--- src/rtl/tge_tx_packetizer_pkg.sv ---
// Shared types and constants for the 10GbE TX packetizer.
package tge_pkt_pkg;

  typedef enum logic [1:0] {
    IDLE    = 2'd0,
    HEADER  = 2'd1,
    PAYLOAD = 2'd2
  } state_t;

  // Header word layout: {seq[31:0], len[15:0], 16'h0000}
  localparam int SEQ_MSB   = 63;
  localparam int LEN_MSB   = 31;
  localparam int OVF_CNT_W = 16;

endpackage

--- src/rtl/tge_tx_packetizer_if.sv ---
// Application-side TX bus of the 10GbE core; master = packetizer, slave = core.
interface tge_tx_packetizer_if;
  import tge_pkt_pkg::*;

  logic        tx_valid;
  logic        tx_end_of_frame;
  logic [63:0] tx_data;
  logic [31:0] tx_dest_ip;
  logic [15:0] tx_dest_port;
  logic        tx_afull;
  logic        tx_overflow;

  modport master (
    output tx_valid, tx_end_of_frame, tx_data, tx_dest_ip, tx_dest_port,
    input  tx_afull, tx_overflow
  );

  modport slave (
    input  tx_valid, tx_end_of_frame, tx_data, tx_dest_ip, tx_dest_port,
    output tx_afull, tx_overflow
  );

endinterface

--- src/rtl/tge_sat_counter.sv ---
// Event counter that increments on a single-cycle pulse and sticks at all-ones.
module tge_sat_counter #(
  parameter int WIDTH = 16
) (
  input  logic             clk,
  input  logic             rst,
  input  logic             inc,
  output logic [WIDTH-1:0] count
);

  always_ff @(posedge clk or posedge rst) begin
    if (rst) begin
      count <= '0;
    end else if (inc && (count != {WIDTH{1'b1}})) begin
      count <= count + WIDTH'(1);
    end
  end

endmodule

--- src/rtl/tge_tx_packetizer.sv ---
// Cuts a 64-bit sample stream into fixed-length UDP payload frames for the 10GbE core.
// Optional sequence/length header word per frame when TGE_PKT_HEADER_EN is defined.
//
// state   | meaning
// IDLE    | waiting for enable, !tx_afull and a valid word; no word consumed
// HEADER  | one-cycle header word emission (TGE_PKT_HEADER_EN only)
// PAYLOAD | accepting stream words until length reached or in_last
module tge_tx_packetizer
  import tge_pkt_pkg::*;
#(
  parameter int PAYLOAD_WORDS = 128,
  parameter int CNT_W         = 10
) (
  input  logic                 clk,
  input  logic                 rst,
  input  logic                 cfg_enable,
  input  logic [31:0]          cfg_dest_ip,
  input  logic [15:0]          cfg_dest_port,
  input  logic                 in_valid,
  input  logic [63:0]          in_data,
  input  logic                 in_last,
  output logic                 in_ready,
  tge_tx_packetizer_if.master  tx,
  output logic [31:0]          frame_count,
  output logic [OVF_CNT_W-1:0] overflow_count
);

  state_t           state;
  state_t           state_nx;
  logic [CNT_W-1:0] word_cnt;
  logic             start;
  logic             accept;
  logic             frame_end;
  logic             ovf_prev;
  logic             ovf_edge;
`ifdef TGE_PKT_HEADER_EN
  logic [31:0]      seq;
`endif

  assign in_ready  = (state == PAYLOAD);
  assign accept    = in_valid && in_ready;
  assign frame_end = accept && (in_last || (word_cnt == CNT_W'(PAYLOAD_WORDS - 1)));
  // tx_afull only gates the start; once a frame is running it is ignored
  assign start     = (state == IDLE) && cfg_enable && !tx.tx_afull && in_valid;
  assign ovf_edge  = tx.tx_overflow && !ovf_prev;

  always_ff @(posedge clk or posedge rst) begin
    if (rst) begin
      state <= IDLE;
    end else begin
      state <= state_nx;
    end
  end

  always_comb begin
    state_nx = state;
    case (state)
      IDLE: begin
        if (start) begin
`ifdef TGE_PKT_HEADER_EN
          state_nx = HEADER;
`else
          state_nx = PAYLOAD;
`endif
        end
      end
`ifdef TGE_PKT_HEADER_EN
      HEADER:  state_nx = PAYLOAD;
`endif
      PAYLOAD: begin
        if (frame_end) begin
          state_nx = IDLE;
        end
      end
      default: state_nx = IDLE;
    endcase
  end

  always_ff @(posedge clk or posedge rst) begin
    if (rst) begin
      tx.tx_valid        <= 1'b0;
      tx.tx_end_of_frame <= 1'b0;
      tx.tx_data         <= '0;
      tx.tx_dest_ip      <= '0;
      tx.tx_dest_port    <= '0;
      word_cnt           <= '0;
      frame_count        <= '0;
      ovf_prev           <= 1'b0;
`ifdef TGE_PKT_HEADER_EN
      seq                <= '0;
`endif
    end else begin
      tx.tx_valid        <= accept;
      tx.tx_end_of_frame <= frame_end;
      ovf_prev           <= tx.tx_overflow;
      if (accept) begin
        tx.tx_data <= in_data;
      end
      if (start) begin
        tx.tx_dest_ip   <= cfg_dest_ip;
        tx.tx_dest_port <= cfg_dest_port;
        word_cnt        <= '0;
      end else if (accept) begin
        word_cnt <= word_cnt + CNT_W'(1);
      end
      if (frame_end) begin
        frame_count <= frame_count + 32'd1;
      end
`ifdef TGE_PKT_HEADER_EN
      if (state == HEADER) begin
        tx.tx_valid                  <= 1'b1;
        tx.tx_data[SEQ_MSB -: 32]    <= seq;
        tx.tx_data[LEN_MSB -: 16]    <= 16'(PAYLOAD_WORDS);
        tx.tx_data[LEN_MSB-16:0]     <= '0;
      end
      if (frame_end) begin
        seq <= seq + 32'd1;
      end
`endif
    end
  end

  tge_sat_counter #(
    .WIDTH (OVF_CNT_W)
  ) u_ovf_cnt (
    .clk   (clk),
    .rst   (rst),
    .inc   (ovf_edge),
    .count (overflow_count)
  );

endmodule

--- src/flat_wrapper.sv ---
// flat-port wrapper written by rule: the top's interface ports become plain ports
module tge_tx_packetizer_flat import tge_pkt_pkg::*;
#(
  parameter int PAYLOAD_WORDS = 128,
  parameter int CNT_W         = 10
)
  (clk, rst, cfg_enable, cfg_dest_ip, cfg_dest_port, in_valid, in_data, in_last, in_ready, frame_count, overflow_count, tx_tx_valid, tx_tx_end_of_frame, tx_tx_data, tx_tx_dest_ip, tx_tx_dest_port, tx_tx_afull, tx_tx_overflow);
  tge_tx_packetizer_if tx_i ();
  input  logic clk;
  input  logic rst;
  input  logic cfg_enable;
  input  logic [31:0] cfg_dest_ip;
  input  logic [15:0] cfg_dest_port;
  input  logic in_valid;
  input  logic [63:0] in_data;
  input  logic in_last;
  output logic in_ready;
  output logic [31:0] frame_count;
  output logic [OVF_CNT_W-1:0] overflow_count;
  output wire logic [$bits(tx_i.tx_valid)-1:0] tx_tx_valid;
  output wire logic [$bits(tx_i.tx_end_of_frame)-1:0] tx_tx_end_of_frame;
  output wire logic [$bits(tx_i.tx_data)-1:0] tx_tx_data;
  output wire logic [$bits(tx_i.tx_dest_ip)-1:0] tx_tx_dest_ip;
  output wire logic [$bits(tx_i.tx_dest_port)-1:0] tx_tx_dest_port;
  input wire logic [$bits(tx_i.tx_afull)-1:0] tx_tx_afull;
  input wire logic [$bits(tx_i.tx_overflow)-1:0] tx_tx_overflow;
  assign tx_tx_valid = tx_i.tx_valid;
  assign tx_tx_end_of_frame = tx_i.tx_end_of_frame;
  assign tx_tx_data = tx_i.tx_data;
  assign tx_tx_dest_ip = tx_i.tx_dest_ip;
  assign tx_tx_dest_port = tx_i.tx_dest_port;
  assign tx_i.tx_afull = tx_tx_afull;
  assign tx_i.tx_overflow = tx_tx_overflow;
  tge_tx_packetizer #(.PAYLOAD_WORDS(PAYLOAD_WORDS), .CNT_W(CNT_W)) u_core (.clk(clk), .rst(rst), .cfg_enable(cfg_enable), .cfg_dest_ip(cfg_dest_ip), .cfg_dest_port(cfg_dest_port), .in_valid(in_valid), .in_data(in_data), .in_last(in_last), .in_ready(in_ready), .tx(tx_i), .frame_count(frame_count), .overflow_count(overflow_count));
endmodule
--- config.mk ---
export PLATFORM = sky130hd
export DESIGN_NAME = tge_tx_packetizer_flat
export DESIGN_NICKNAME = d
export VERILOG_FILES = /design/src/rtl/tge_tx_packetizer_pkg.sv /design/src/rtl/tge_tx_packetizer_if.sv /design/src/rtl/tge_sat_counter.sv /design/src/rtl/tge_tx_packetizer.sv /design/src/flat_wrapper.sv
export SDC_FILE = /design/constraint.sdc
export NUM_CORES = 1
export LEC_CHECK = 0
export ABC_AREA = 1
export BUFFER_PORTS_ARGS = -buffer_cell sky130_fd_sc_hd__buf_2
export CAP_MARGIN = 20
export CORE_UTILIZATION = 45
export DETAILED_ROUTE_END_ITERATION = 7
export GPL_TIMING_DRIVEN = 0
export PLACE_DENSITY_LB_ADDON = 0.12
export SKIP_LAST_GASP = 1
export SYNTH_ARGS = -nofsm -noshare
export SYNTH_HDL_FRONTEND = slang
export SYNTH_SLANG_ARGS = --single-unit
--- constraint.sdc ---
create_clock -name clk -period 4.6 [get_ports clk]
set_clock_uncertainty 0.2 [all_clocks]
set_input_delay 0 -clock clk [delete_from_list [all_inputs] [get_ports clk]]
set_output_delay 0 -clock clk [all_outputs]
set_load 0.05 [all_outputs]
# Word-level counts from Yosys, hierarchy flattened
# Index checks and enable logic that the tools add are counted.
# word_totals
register_bits	175
out_inout_bits	163
# op_classes
add_sub_neg	3
n_eq_ne	5
mux	5
n_reduce_logical	13
# op_table
cell	n
32-bit by 1-bit adder with 32-bit output (second input constant)	1
10-bit two-way mux	2
16-bit by 1-bit adder with 16-bit output (second input constant)	1
16-bit inequality test (second input constant)	1
10-bit by 1-bit adder with 10-bit output (second input constant)	1
10-bit by 7-bit == test with 1-bit output (second input constant)	1
1-bit logical AND	7
2-bit two-way mux	2
2-bit case mux with 2 select lines	1
2-bit == test (second input constant)	1
1-bit zero test	2
2-bit zero test	1
2-bit by 1-bit inequality test with 1-bit output (second input constant)	1
2-bit inequality test (second input constant)	1
2-bit AND reduction	1
2-bit nonzero test	1
1-bit logical OR	1

# Longest topological paths before layout
# depth
ltp_word	6
depth_mapped	9

# Modules after synthesis
# Synthesis repeated with hierarchy kept, for this count alone.
# hier_totals
cells_unflattened	966
hier_area_um2	7920.1
# modules_own_cells
mod	instances	cells_each	area_per_inst_um2	seq_area_each_um2
tge_tx_packetizer	1	816	6850.3	3953.8
tge_sat_counter	1	150	1069.8	400.4

# Worst setup path after synthesis
# No wires, ideal clock.
# synth_timing
path_type	flip-flop to flip-flop
startpoint	register u_core.frame_count[0]
endpoint	register u_core.frame_count[18]
arrival_ps	1801
required_ps	4280
path_slack_ps	2480
stages_incl_launch_ff	9
path_buffers	0
cell_sequence	dfrtp_1 -> ha_1 -> nand3_1 -> nor2_1 -> nand2_1 -> nor2_1 -> nand3_1 -> nand2_1 -> nand2_1
# synth_between
elab_chain_len	1
# synth_rtl
element	line	rtl
from (decl)	tge_tx_packetizer.sv:24	output logic [31:0] frame_count,
from (signal assigned)	tge_tx_packetizer.sv:107	frame_count <= frame_count + 32'd1;
32-bit by 1-bit adder with 32-bit output	tge_tx_packetizer.sv:107	
# No other way between the ends.
# A chain may end at the register's enable or synchronous reset.

# Final worst setup path
# Same ends and word-level chain as after synthesis.

==> run summary <==
Layout Utilization -> 67.5%
Gpl congestion -> 0.865
Placed Instance Area -> 9500 um^2
Number of port buffers -> 281
Starting density of the core -> 46.3%
Synth area leaders -> dfrtp_1, nand2_1, nor2_1
DIE WIDTH -> 133 um
Worst-skew pair later-pin latency -> 430 ps
Register area share after synthesis -> 56.3%
Initial antenna violation count -> 0
CTS max path bufs -> 2
First drt pass iteration count -> 5
Via count -> 7666
N_diodes -> 0
First-pass GRT wire length -> 37300 um
FF+latch area -> 4350 um^2
Die area -> 17700 um^2
Final setup viols -> 0
Clock tree from TritonCTS -> built
Count of cell types in the netlist -> 28
Post-route ant nets -> 0
Hold Path Class -> primary input to flip-flop
Post-synth top area cell -> dfrtp_1
Top cell type's share of synthesized area -> 56.3%
Pwr/cell area -> 656 nW/um^2
Slew HR -> 62.5%
Final routed DRC violation total -> 0
Via density -> 4.69
Final Hold Fails -> 2
RSZ-0062 raised after global routing -> no
Failing checks -> hold timing
Fin. max-slew vios -> 0
Status -> finished, violations left
Core ar. -> 16700 um^2
Hold_ws -> -4.11 ps
Vias in the first global route -> 7741
Multi-input gate area -> 3050 um^2
Synth Cell Area -> 7740 um^2
Cell Rows -> 47
CTS clk-pin slew, worst paths -> 60 ps
Gr ovfl total -> 0
Setup tns final -> 0 ps
Tot GR Track Use -> 26.5%
Fraction of layout cells with a size suffix above 1 -> 23.7%
CTS sink count -> 174
Max VDD drop -> 0.000492 V
Worst path arrival time -> 2220 ps
Crit Path Max Fanout -> 6
Total Power -> 7.40 mW
IO Count -> 282
Maxcap violations -> 0
Initial drt markers -> 289
Area grow syn2layout -> 45.7%
Worst Setup End Kind -> flip-flop
Slew @ Worst Pin -> 563 ps
Finished layout cell area -> 11300 um^2
Ys Warns -> 0
Cells after synthesis -> 982
Root Driver -> clkbuf_16
CTS H-tree depth -> 4
Crit start category -> flip-flop
Pleak -> 6.13 nW
Die span in y -> 133 um
Routed WL -> 22600 um
TritonCTS Buffers -> 17
Min cycle time layout -> 2100 ps
Final period util -> 45.6%
Kind of critical path -> flip-flop to flip-flop
Fillers -> 1401
Fmax -> 0.476 GHz
Nets@finish -> 1525
Avg Inst Size Synth -> 7.88 um^2
Crit path required time -> 4720 ps
#FFs+latches synth -> 174
Mapped Nets -> 1104
Hpwl dp -> 15200 um
Largest net degree at the start of global routing -> 43
Post-cts resize count -> 0
DR WL/cell -> 13.8 um
## cell type report
| class | count | share of cell area, % |
|---|---|---|
| flip-flops and latches | 174 | 38.6 |
| clock inverters | 10 | 1.22 |
| repair buffers | 402 | 23.6 |
| well taps | 220 | 2.44 |
| clock buffers | 21 | 4.08 |
| plain buffers | 32 | 1.29 |
| multi-input cells | 725 | 27.0 |
| inverters | 51 | 1.75 |
## per-stage QoR
step,cells,hold WS (ps),worst slack [ps]
detailed placement,1487,-128,2510
finish,1635,-4.11,2500
global route,1635,44.1,2300
floorplan,982,-169,2180
global placement,1483,-76.3,1030
CTS,1635,4.84,2500
## worst max-delay path: stages (launching register included)
cell and delay [ps]:
dfrtp_1 450, ha_1 220, nand3_1 170, nor2_1 300
nand2_1 90, nor2_1 320, nand3_1 120, nand2_1 80
nand2_1 40
## state kept, by name, indices dropped and copies added, names as in the netlist
register	count
u_core.state	1
u_core.tx.tx_valid	1
u_core.tx.tx_dest_ip	32
u_core.ovf_prev	1
u_core.u_ovf_cnt.count	16
u_core.frame_count	32
u_core.tx.tx_data	64
u_core.tx.tx_dest_port	16
u_core.tx.tx_end_of_frame	1
u_core.word_cnt	10
## final timing paths
path	from	to	slack, ps	cells past startpoint
worst max-delay path	u_core.frame_count[0]	u_core.frame_count[18]	2500	8
worst min-delay path	cfg_enable	u_core.word_cnt[6]	-4	5
worst max register to register	u_core.frame_count[0]	u_core.frame_count[18]	2500	8
worst min register to register	u_core.tx.tx_data[31]	u_core.tx.tx_data[31]	270	2
max in group asynchronous	rst	u_core.u_ovf_cnt.count[8]	2780	6
min in group asynchronous	rst	u_core.tx.tx_data[42]	570	4
## synthesized netlist by cell type
cell        n
nand4_1     8
nor2_4      2
buf_1       2
nand3_1    31
a21oi_1     4
nand2_2     3
buf_2       5
buf_4       1
nand2_1   545
xor2_1     12
nor3_1      9
inv_1      47
xnor2_1    17
nor2_1     71
clkinv_1    1
dfrtp_1   174
inv_2       2
buf_6       2
o21ai_4     1
nand3b_1    2
o21ai_0    12
inv_4       1
nor3b_1     1
a22oi_1     1
clkbuf_1   22
ha_1        3
nand2_4     1
nor2_2      2
## repair_timing
action                                 CTS  global route
setup buffers                            0             0
endpoints found under the hold margin  220             0
hold buffers                           117             0
## cells by family after synthesis
family / Yosys count / synth area share (%)
flip-flops: 174 / 56.3
adder cells (fa/ha/maj): 3 / 0.485
XOR/XNOR: 29 / 3.28
AO/OA/AOI/OAI: 18 / 1.34
buffers and inverters: 83 / 4.38
AND/OR/NAND/NOR: 675 / 34.2
## placed cells by master, fill, tap and decap left out, types with 3 or more instances in the layout
cell	count
a21oi_1	4
buf_12	4
buf_2	286
bufinv_16	3
clkbuf_1	24
clkbuf_16	17
clkinv_2	3
clkinvlp_4	3
dfrtp_1	174
dlygate4sd3_1	117
ha_1	3
inv_1	46
nand2_1	545
nand2_2	3
nand3_1	31
nand4_1	8
nor2_1	71
nor3_1	9
o21ai_0	12
xnor2_1	17
xor2_1	12
## routing by layer
| metal | share of wire [%] | wire length (um) | track usage (%) |
|---|---|---|---|
| met2 | 49 | 11000 | 45.9 |
| met4 | 2.0 | 442 | 8.90 |
| met5 | 0 | 0 | 0 |
| met3 | 6.2 | 1400 | 6.05 |
| met1 | 43 | 9700 | 32.7 |
## where the power goes
group,switching (mW),internal (mW)
clock,0.599,0.881
sequential,0.341,2.08
combinational,2.73,0.777
(Power assumes the default switching activity.)
